===== src/rtl/booth_mpy_accum.sv =====
// Frame accumulator behind the 32x32 signed Booth multiplier.
// Each rising edge of mpy_valid contributes one product. After CNT_N products the frame sum
// is offered on acc_out/acc_valid until it is accepted. One product that arrives while the
// result is waiting is held in a skid register. Any further product is dropped and flagged.
module booth_mpy_accum #(
  parameter int unsigned ACC_W = 72,
  parameter int unsigned CNT_N = 4,
  parameter int unsigned CW    = 8
) (
  input  logic                    CLK,
  input  logic                    reset,
  input  logic                    clr,
  input  logic signed [63:0]      mpy_out,
  input  logic                    mpy_valid,
  input  logic                    acc_ready,
  output logic signed [ACC_W-1:0] acc_out,
  output logic                    acc_valid,
  output logic [CW-1:0]           prod_cnt,
  output logic                    ovf,
  output logic                    lost,
  output logic                    pend
);

  typedef enum logic {StAccum, StHold} state_e;

  localparam logic [CW-1:0] CntLast = CW'(CNT_N);
  localparam logic [CW-1:0] CntTwo  = CW'(2);
  localparam logic [CW-1:0] CntOne  = CW'(1);

  state_e                  state_q, state_d;
  logic signed [ACC_W-1:0] acc_q, acc_d;
  logic [CW-1:0]           cnt_q, cnt_d;
  logic                    valid_q, valid_d;
  logic                    ovf_q, ovf_d;
  logic                    lost_q, lost_d;
  logic                    pend_q, pend_d;
  logic signed [63:0]      skid_q, skid_d;
  logic                    v_d;  // valid history for rising-edge detection

  logic                    hit;
  logic signed [ACC_W-1:0] prod_ext, skid_ext;
  logic signed [ACC_W-1:0] sum_acc, sum_skid;
  logic                    ovf_acc, ovf_skid;
  logic [CW-1:0]           cnt_inc;

  // Edge detect, sign extension and the two candidate sums with their overflow flags.
  always_comb begin
    hit      = mpy_valid & ~v_d;
    prod_ext = ACC_W'(mpy_out);
    skid_ext = ACC_W'(skid_q);
    sum_acc  = acc_q + prod_ext;
    sum_skid = skid_ext + prod_ext;
    ovf_acc  = (acc_q[ACC_W-1] == prod_ext[ACC_W-1]) && (sum_acc[ACC_W-1] != acc_q[ACC_W-1]);
    ovf_skid = (skid_ext[ACC_W-1] == prod_ext[ACC_W-1]) &&
               (sum_skid[ACC_W-1] != skid_ext[ACC_W-1]);
    cnt_inc  = cnt_q + CntOne;
  end

  // Next-state logic for the ACCUM/HOLD machine and all datapath registers.
  always_comb begin
    state_d = state_q;
    acc_d   = acc_q;
    cnt_d   = cnt_q;
    valid_d = valid_q;
    ovf_d   = ovf_q;
    lost_d  = lost_q;
    pend_d  = pend_q;
    skid_d  = skid_q;

    if (clr) begin
      state_d = StAccum;
      acc_d   = '0;
      cnt_d   = '0;
      valid_d = 1'b0;
      ovf_d   = 1'b0;
      lost_d  = 1'b0;
      pend_d  = 1'b0;
      skid_d  = '0;
    end else begin
      unique case (state_q)
        StAccum: begin
          if (hit) begin
            acc_d = sum_acc;
            cnt_d = cnt_inc;
            if (ovf_acc) ovf_d = 1'b1;
            if (cnt_inc == CntLast) begin
              state_d = StHold;
              valid_d = 1'b1;
            end
          end
        end
        StHold: begin
          if (acc_ready) begin
            // Result consumed: start the next frame from whatever is pending right now.
            state_d = StAccum;
            valid_d = 1'b0;
            pend_d  = 1'b0;
            unique case ({pend_q, hit})
              2'b00: begin
                acc_d = '0;
                cnt_d = '0;
              end
              2'b10: begin
                acc_d = skid_ext;
                cnt_d = CntOne;
              end
              2'b01: begin
                acc_d = prod_ext;
                cnt_d = CntOne;
              end
              default: begin
                acc_d = sum_skid;
                cnt_d = CntTwo;
                if (ovf_skid) ovf_d = 1'b1;
                if (CntTwo == CntLast) begin
                  state_d = StHold;
                  valid_d = 1'b1;
                end
              end
            endcase
          end else if (hit) begin
            if (!pend_q) begin
              skid_d = mpy_out;
              pend_d = 1'b1;
            end else begin
              lost_d = 1'b1;
            end
          end
        end
        default: state_d = StAccum;
      endcase
    end
  end

  // State and datapath registers; v_d follows mpy_valid except under clr.
  always_ff @(posedge CLK or posedge reset) begin
    if (reset) begin
      state_q <= StAccum;
      acc_q   <= '0;
      cnt_q   <= '0;
      valid_q <= 1'b0;
      ovf_q   <= 1'b0;
      lost_q  <= 1'b0;
      pend_q  <= 1'b0;
      skid_q  <= '0;
      v_d     <= 1'b0;
    end else begin
      state_q <= state_d;
      acc_q   <= acc_d;
      cnt_q   <= cnt_d;
      valid_q <= valid_d;
      ovf_q   <= ovf_d;
      lost_q  <= lost_d;
      pend_q  <= pend_d;
      skid_q  <= skid_d;
      v_d     <= clr ? 1'b0 : mpy_valid;
    end
  end

  assign acc_out   = acc_q;
  assign acc_valid = valid_q;
  assign prod_cnt  = cnt_q;
  assign ovf       = ovf_q;
  assign lost      = lost_q;
  assign pend      = pend_q;

endmodule


===== config.mk =====
export PLATFORM = sky130hd
export DESIGN_NAME = booth_mpy_accum
export DESIGN_NICKNAME = d
export VERILOG_FILES = /design/src/rtl/booth_mpy_accum.sv
export SDC_FILE = /design/constraint.sdc
export NUM_CORES = 1
export LEC_CHECK = 0
export ABC_AREA = 1
export ABC_CLOCK_PERIOD_IN_PS = 10200
export CORE_ASPECT_RATIO = 1.2
export CORE_MARGIN = 10
export CORE_UTILIZATION = 35
export CTS_BUF_LIST = sky130_fd_sc_hd__clkbuf_8
export DETAILED_ROUTE_END_ITERATION = 10
export GPL_TIMING_DRIVEN = 0
export PLACE_DENSITY = 0.54
export SETUP_SLACK_MARGIN = 0.3
export SLEW_MARGIN = 20
export SYNTH_ARGS = -nofsm -noshare
export SYNTH_HDL_FRONTEND = slang
export SYNTH_SLANG_ARGS = --single-unit

===== constraint.sdc =====
create_clock -name CLK -period 10.2 [get_ports CLK]
set_clock_uncertainty 0.1 [all_clocks]
set_input_delay 1.02 -clock CLK [delete_from_list [all_inputs] [get_ports CLK]]
set_output_delay 1.02 -clock CLK [all_outputs]
set_load 0.03 [all_outputs]

# Word-level counts from Yosys, hierarchy flattened
# Index checks and enable logic that the tools add are counted.
totals:
  register_bits: 150
  input_bits: 69
  output_inout_bits: 84
classes:
  n_addsub: 3
  n_eq_ne: 15
  muxes: 42
  n_bitwise: 3
  n_reduce_logical: 15
op_table:
  columns: ["op", "n"]
  rows:
  - ["$mux 64", 5]
  - ["$mux 72", 3]
  - ["$pmux 72 s3", 1]
  - ["$pmux 72 s2", 1]
  - ["$add 72x64->72", 1]
  - ["$add 64x64->65", 1]
  - ["$mux 1", 24]
  - ["$mux 8", 3]
  - ["$pmux 8 s2", 1]
  - ["$ne 3x3->1 const B", 5]
  - ["$add 8x1->8 const B", 1]
  - ["$eq 8x3->1 const B", 1]
  - ["$reduce_and 4->1", 2]
  - ["$pmux 1 s2", 3]
  - ["$reduce_bool 2->1", 3]
  - ["$reduce_and 5->1", 1]
  - ["$ne 2x2->1 const B", 2]
  - ["$pmux 2 s2", 1]
  - ["$reduce_and 2->1", 2]
  - ["$ne 3x2->1 const B", 1]
  - ["$reduce_and 3->1", 1]
  - ["$reduce_bool 3->1", 1]
  - ["$reduce_or 3->1", 1]
  - ["$eq 1x1->1", 2]
  - ["8 further kinds", 11]

# Longest topological paths before layout
depth:
  depth_word: 8
  mapped_depth: 21
  ltp_nobuf: 21

# Worst setup path after synthesis
# Ideal clock, no wire load.
synth_path:
  path_kind: "in2reg"
  start: "input mpy_out[0]"
  end: "register acc_q[38], in the netlist acc_out[38]"
  setup_time_ns: 0.117
  arrival_time_ns: 2.748
  slack_ns: 7.235
  stages: 18
  path_cell_list: "ha_1 > fa_1 > nand3_1 > nand3_2 > nand2_1 > nand2_2 > nand2_1 > nand3_1 > nand2_1 > nand2_1 > nand2_1 > nand2_1 > nand2_1 > nand3_1 > nand2_1 > inv_1 > nand2_1 > nand2_1"
synth_between:
  elab_chain_cells: 5
  elab_cells_between_ends: 7
  classes_between: "add/sub (2); mux (5)"
synth_rtl:
  columns: ["item", "line_no", "source"]
  rows:
  - ["start: declaration", "13", "input logic signed [63:0] mpy_out,"]
  - ["$add 64x64->65", "52", "sum_skid = skid_ext + prod_ext;"]
  - ["$pmux 72 s3", "98", "unique case ({pend_q, hit})"]
  - ["$mux 72", "93", "if (acc_ready) begin"]
  - ["$pmux 72 s2 (*)", "80", "unique case (state_q)"]
  - ["$mux 72 (*)", "70", "if (clr) begin"]
  - ["end signal: assignment", "139", "acc_q <= '0;"]
  - ["end signal: assignment", "149", "acc_q <= acc_d;"]
  - ["end: declaration", "31", "logic signed [ACC_W-1:0] acc_q, acc_d;"]
# Every way passes the cells marked *; elsewhere a longest branch is shown, timed or not. The select of a mux whose other input is x is not followed.
# A chain may end at the register's enable or synchronous reset.

# Worst setup path after layout
layout_path:
  start: "input mpy_valid"
  end: "register acc_q[30], in the netlist acc_out[30]"
layout_between:
  elab_chain_cells: 6
  elab_cells_between_ends: 10
  classes_between: "eq/ne (3); mux (4); bitwise (1); reduce/logical (2)"
layout_rtl:
  columns: ["item", "line_no", "source"]
  rows:
  - ["start: declaration", "14", "input logic mpy_valid,"]
  - ["$and 1x1->1 (*)", "48", "hit = mpy_valid & ~v_d;"]
  - ["$eq 2x1->1 (tied with other cells)", "98", null]
  - ["$pmux 72 s3", "98", null]
  - ["$mux 72", "93", null]
  - ["$pmux 72 s2", "80", null]
  - ["$mux 72", "70", null]
# Marks and branches as above.

==> impl_metrics.json <==
{
  "status": "finished, final reports clean",
  "clk_latency_ns": 0.56,
  "criticalPathCategory": "primary input to flip-flop",
  "coreArea_um2": 56200,
  "critPathRequiredTime_ns": 10.54,
  "drcViolationCount": 0,
  "peakVddDrop_v": 0.000102,
  "hold_violations": 0,
  "reg2reg_to": "acc_out[30]",
  "synth_top_area_share": 0.244,
  "postCtsSetupBuffers": 0,
  "final_area_um2": 22800,
  "synth_mux_area_frac": 0.000564,
  "holdPathStages": 2,
  "rrSetupSlack_ns": 6.32,
  "slew_violations": 0,
  "ys_seq_area_frac": 0.188,
  "power_mw": 4.06,
  "wire_per_inst_um": 22.2,
  "syn-cell-area_um2": 20000,
  "nets": 4021,
  "htree_levels": 4,
  "detailed_place_hpwl_um": 86400,
  "cts_root_buf": "clkbuf_8",
  "cts_hold_buffers": 0,
  "start_kind": "primary input",
  "rsz0062_at_grt": "no",
  "relSlewSlack": 0.312,
  "grt-ovfl-total": 0,
  "fmax_ghz": 0.224,
  "fin_tns_setup_ns": 0,
  "grt_pass1_wl_um": 146000,
  "worstPathMaxFanout": 10,
  "hold_path_end": "ovf",
  "ant_nets": 0,
  "max_cap_viol_count": 0,
  "yosys_register_bits": 150,
  "synthFlopType": "dfrtp_1",
  "syn_nets": 3849,
  "cts_buffers": 17,
  "synth_edf_count": 0,
  "viasPerCell": 5.23,
  "grt_pass1_vias": 22641,
  "placed_cell_area_um2": 22400,
  "cts_sinks": 150,
  "syn-instance-count": 3639,
  "io_buffers": 152,
  "synth.largest_area_cell": "nand2_1",
  "clk_path_buf_depth": 2,
  "min_path_type": "flip-flop to flip-flop",
  "rows": 95,
  "arrival_ns": 4.80,
  "synthAdderAreaFrac": 0.0891,
  "grt_max_degree": 94,
  "ys_warn_count": 0,
  "async_flop_share": 1.00,
  "dp.cells": 4519,
  "drive_gt1_frac": 0.0301,
  "tightest_slew_ns": 1.03,
  "pin_count": 153,
  "yosys.area_share.simple": 0.408,
  "synth_top_family_by_area": "simple AND/OR/NAND/NOR gates",
  "clkTransAtPathRegs_ns": 0.11,
  "area_delta_synth_final_pct": 14.4,
  "die-area_um2": 67100,
  "cts_resized": 0,
  "r2r_start": "v_d",
  "die_height_um": 282,
  "synth_compound_area_frac": 0.151,
  "place.gp.congestion": 0.994,
  "worstHoldStart": "ovf",
  "vias": 23813,
  "stdcell_count": 4553,
  "tritoncts": "built",
  "yosysMostFrequentCell": "nand2_1",
  "syn_avg_cell_area_um2": 5.49,
  "antenna_found_initial": 2,
  "grtUsageTotal": 0.295,
  "synth_xor_area_frac": 0.0175,
  "dr.pass1.iters": 8,
  "fin_hold_ws_ns": 0.403,
  "synth_cell_types": 53,
  "power_density_nw_per_um2": 178,
  "wl_um": 101000,
  "finalSetupViolCount": 0,
  "first_iter_violations": 2123,
  "final.min_clock_period_ns": 4.46,
  "start_util": 0.355,
  "synth_area_leaders": "nand2_1 (24%), dfrtp_1 (19%), inv_1 (13%)",
  "critPathCaptureType": "flip-flop",
  "period_share": 0.437,
  "p_leak_nw": 12.9,
  "reg2reg_depth": 9,
  "ys_top_cells_by_count": "nand2_1 (1297), inv_1 (693), nand3_1 (277), nor2_1 (266), a21oi_1 (255)",
  "die_width_um": 238
}
## per-stage QoR
stage,util,setup WS [ns]
after floorplan,-,5.04
after global placement,0.398,2.16
after detailed placement,0.399,5.34
after CTS,0.406,5.93
after global routing,0.406,5.80
final,0.406,5.74
## how the worst max path moves through the flow
| stage | from | to | slack, ns |
|---|---|---|---|
| after floorplan | reset | acc_out[0] | 5.04 |
| after global placement | reset | acc_out[55] | 2.16 |
| after detailed placement | mpy_valid | acc_out[30] | 5.34 |
| after CTS | mpy_valid | acc_out[30] | 5.93 |
| after global routing | mpy_valid | acc_out[30] | 5.80 |
| final | mpy_valid | acc_out[30] | 5.74 |
## layer usage
| layer | wire (um) | share of wire | GRT usage | vias up |
|---|---|---|---|---|
| met3 | 6260 | 0.062 | 0.0392 | 179 |
| met1 | 42000 | 0.42 | 0.363 | 11029 |
| met4 | 4970 | 0.049 | 0.139 | 0 |
| met2 | 47800 | 0.47 | 0.504 | 826 |
| li1 | - | - | - | 11779 |
| met5 | 0 | 0 | 0 | - |
## worst max-delay path: stages
cell             delay (ns)
clkdlybuf4s50_1        0.46
inv_1                  0.06
nor2_2                 0.33
ha_1                   0.29
clkbuf_1               0.63
clkbuf_1               0.76
o21ai_0                0.24
o21ai_0                0.59
nand2_1                0.14
nand3_1                0.18
nand2_1                0.08
## power by group
part	switching (mW)	internal [mW]	leakage [nW]
combinational	1.82	0.853	10.7
sequential	0.170	0.713	2.02
clock	0.323	0.184	0.196
total	2.31	1.75	12.9
## layout make-up
cell class	instances	area [um^2]
Timing Repair Buffer	153	1550
Tap cell	727	910
Sequential cell	150	3750
Antenna cell	2	5.00
Fill cell	6541	33400
Inverter	697	2620
Buffer	72	302
Clock buffer	17	234
Multi-Input combinational cell	2720	13300
Clock inverter	15	163
## kinds of logic after synthesis
kind of cell    Yosys count
flops                   150
fa+ha+maj               141
xor+xnor                 40
compound gates          562
simple gates           1976
mux                       1
buf+inv                 769
## sequential cells by signal, summed over array words and instances (netlist names)
register   count
prod_cnt       8
acc_out       72
ovf            1
acc_valid      1
v_d            1
state_q        1
skid_q        64
pend           1
lost           1
## placed cells by master (no fill, tap or decap), drive strengths merged, types with 3 or more instances in the layout
| cell | n |
|---|---|
| clkdlybuf4s50 | 152 |
| xor2 | 27 |
| clkbuf | 61 |
| nor4 | 8 |
| a21o | 3 |
| clkinv | 7 |
| or2 | 4 |
| a21oi | 256 |
| xnor2 | 13 |
| nor3 | 33 |
| buf | 29 |
| ha | 139 |
| dfrtp | 150 |
| o22ai | 25 |
| nand2 | 1327 |
| nor2 | 278 |
| nand3 | 283 |
| nand4 | 37 |
| o21ai | 226 |
| o21bai | 27 |
| inv | 703 |
| o221ai | 11 |
Power figures use the tool's default switching activity.
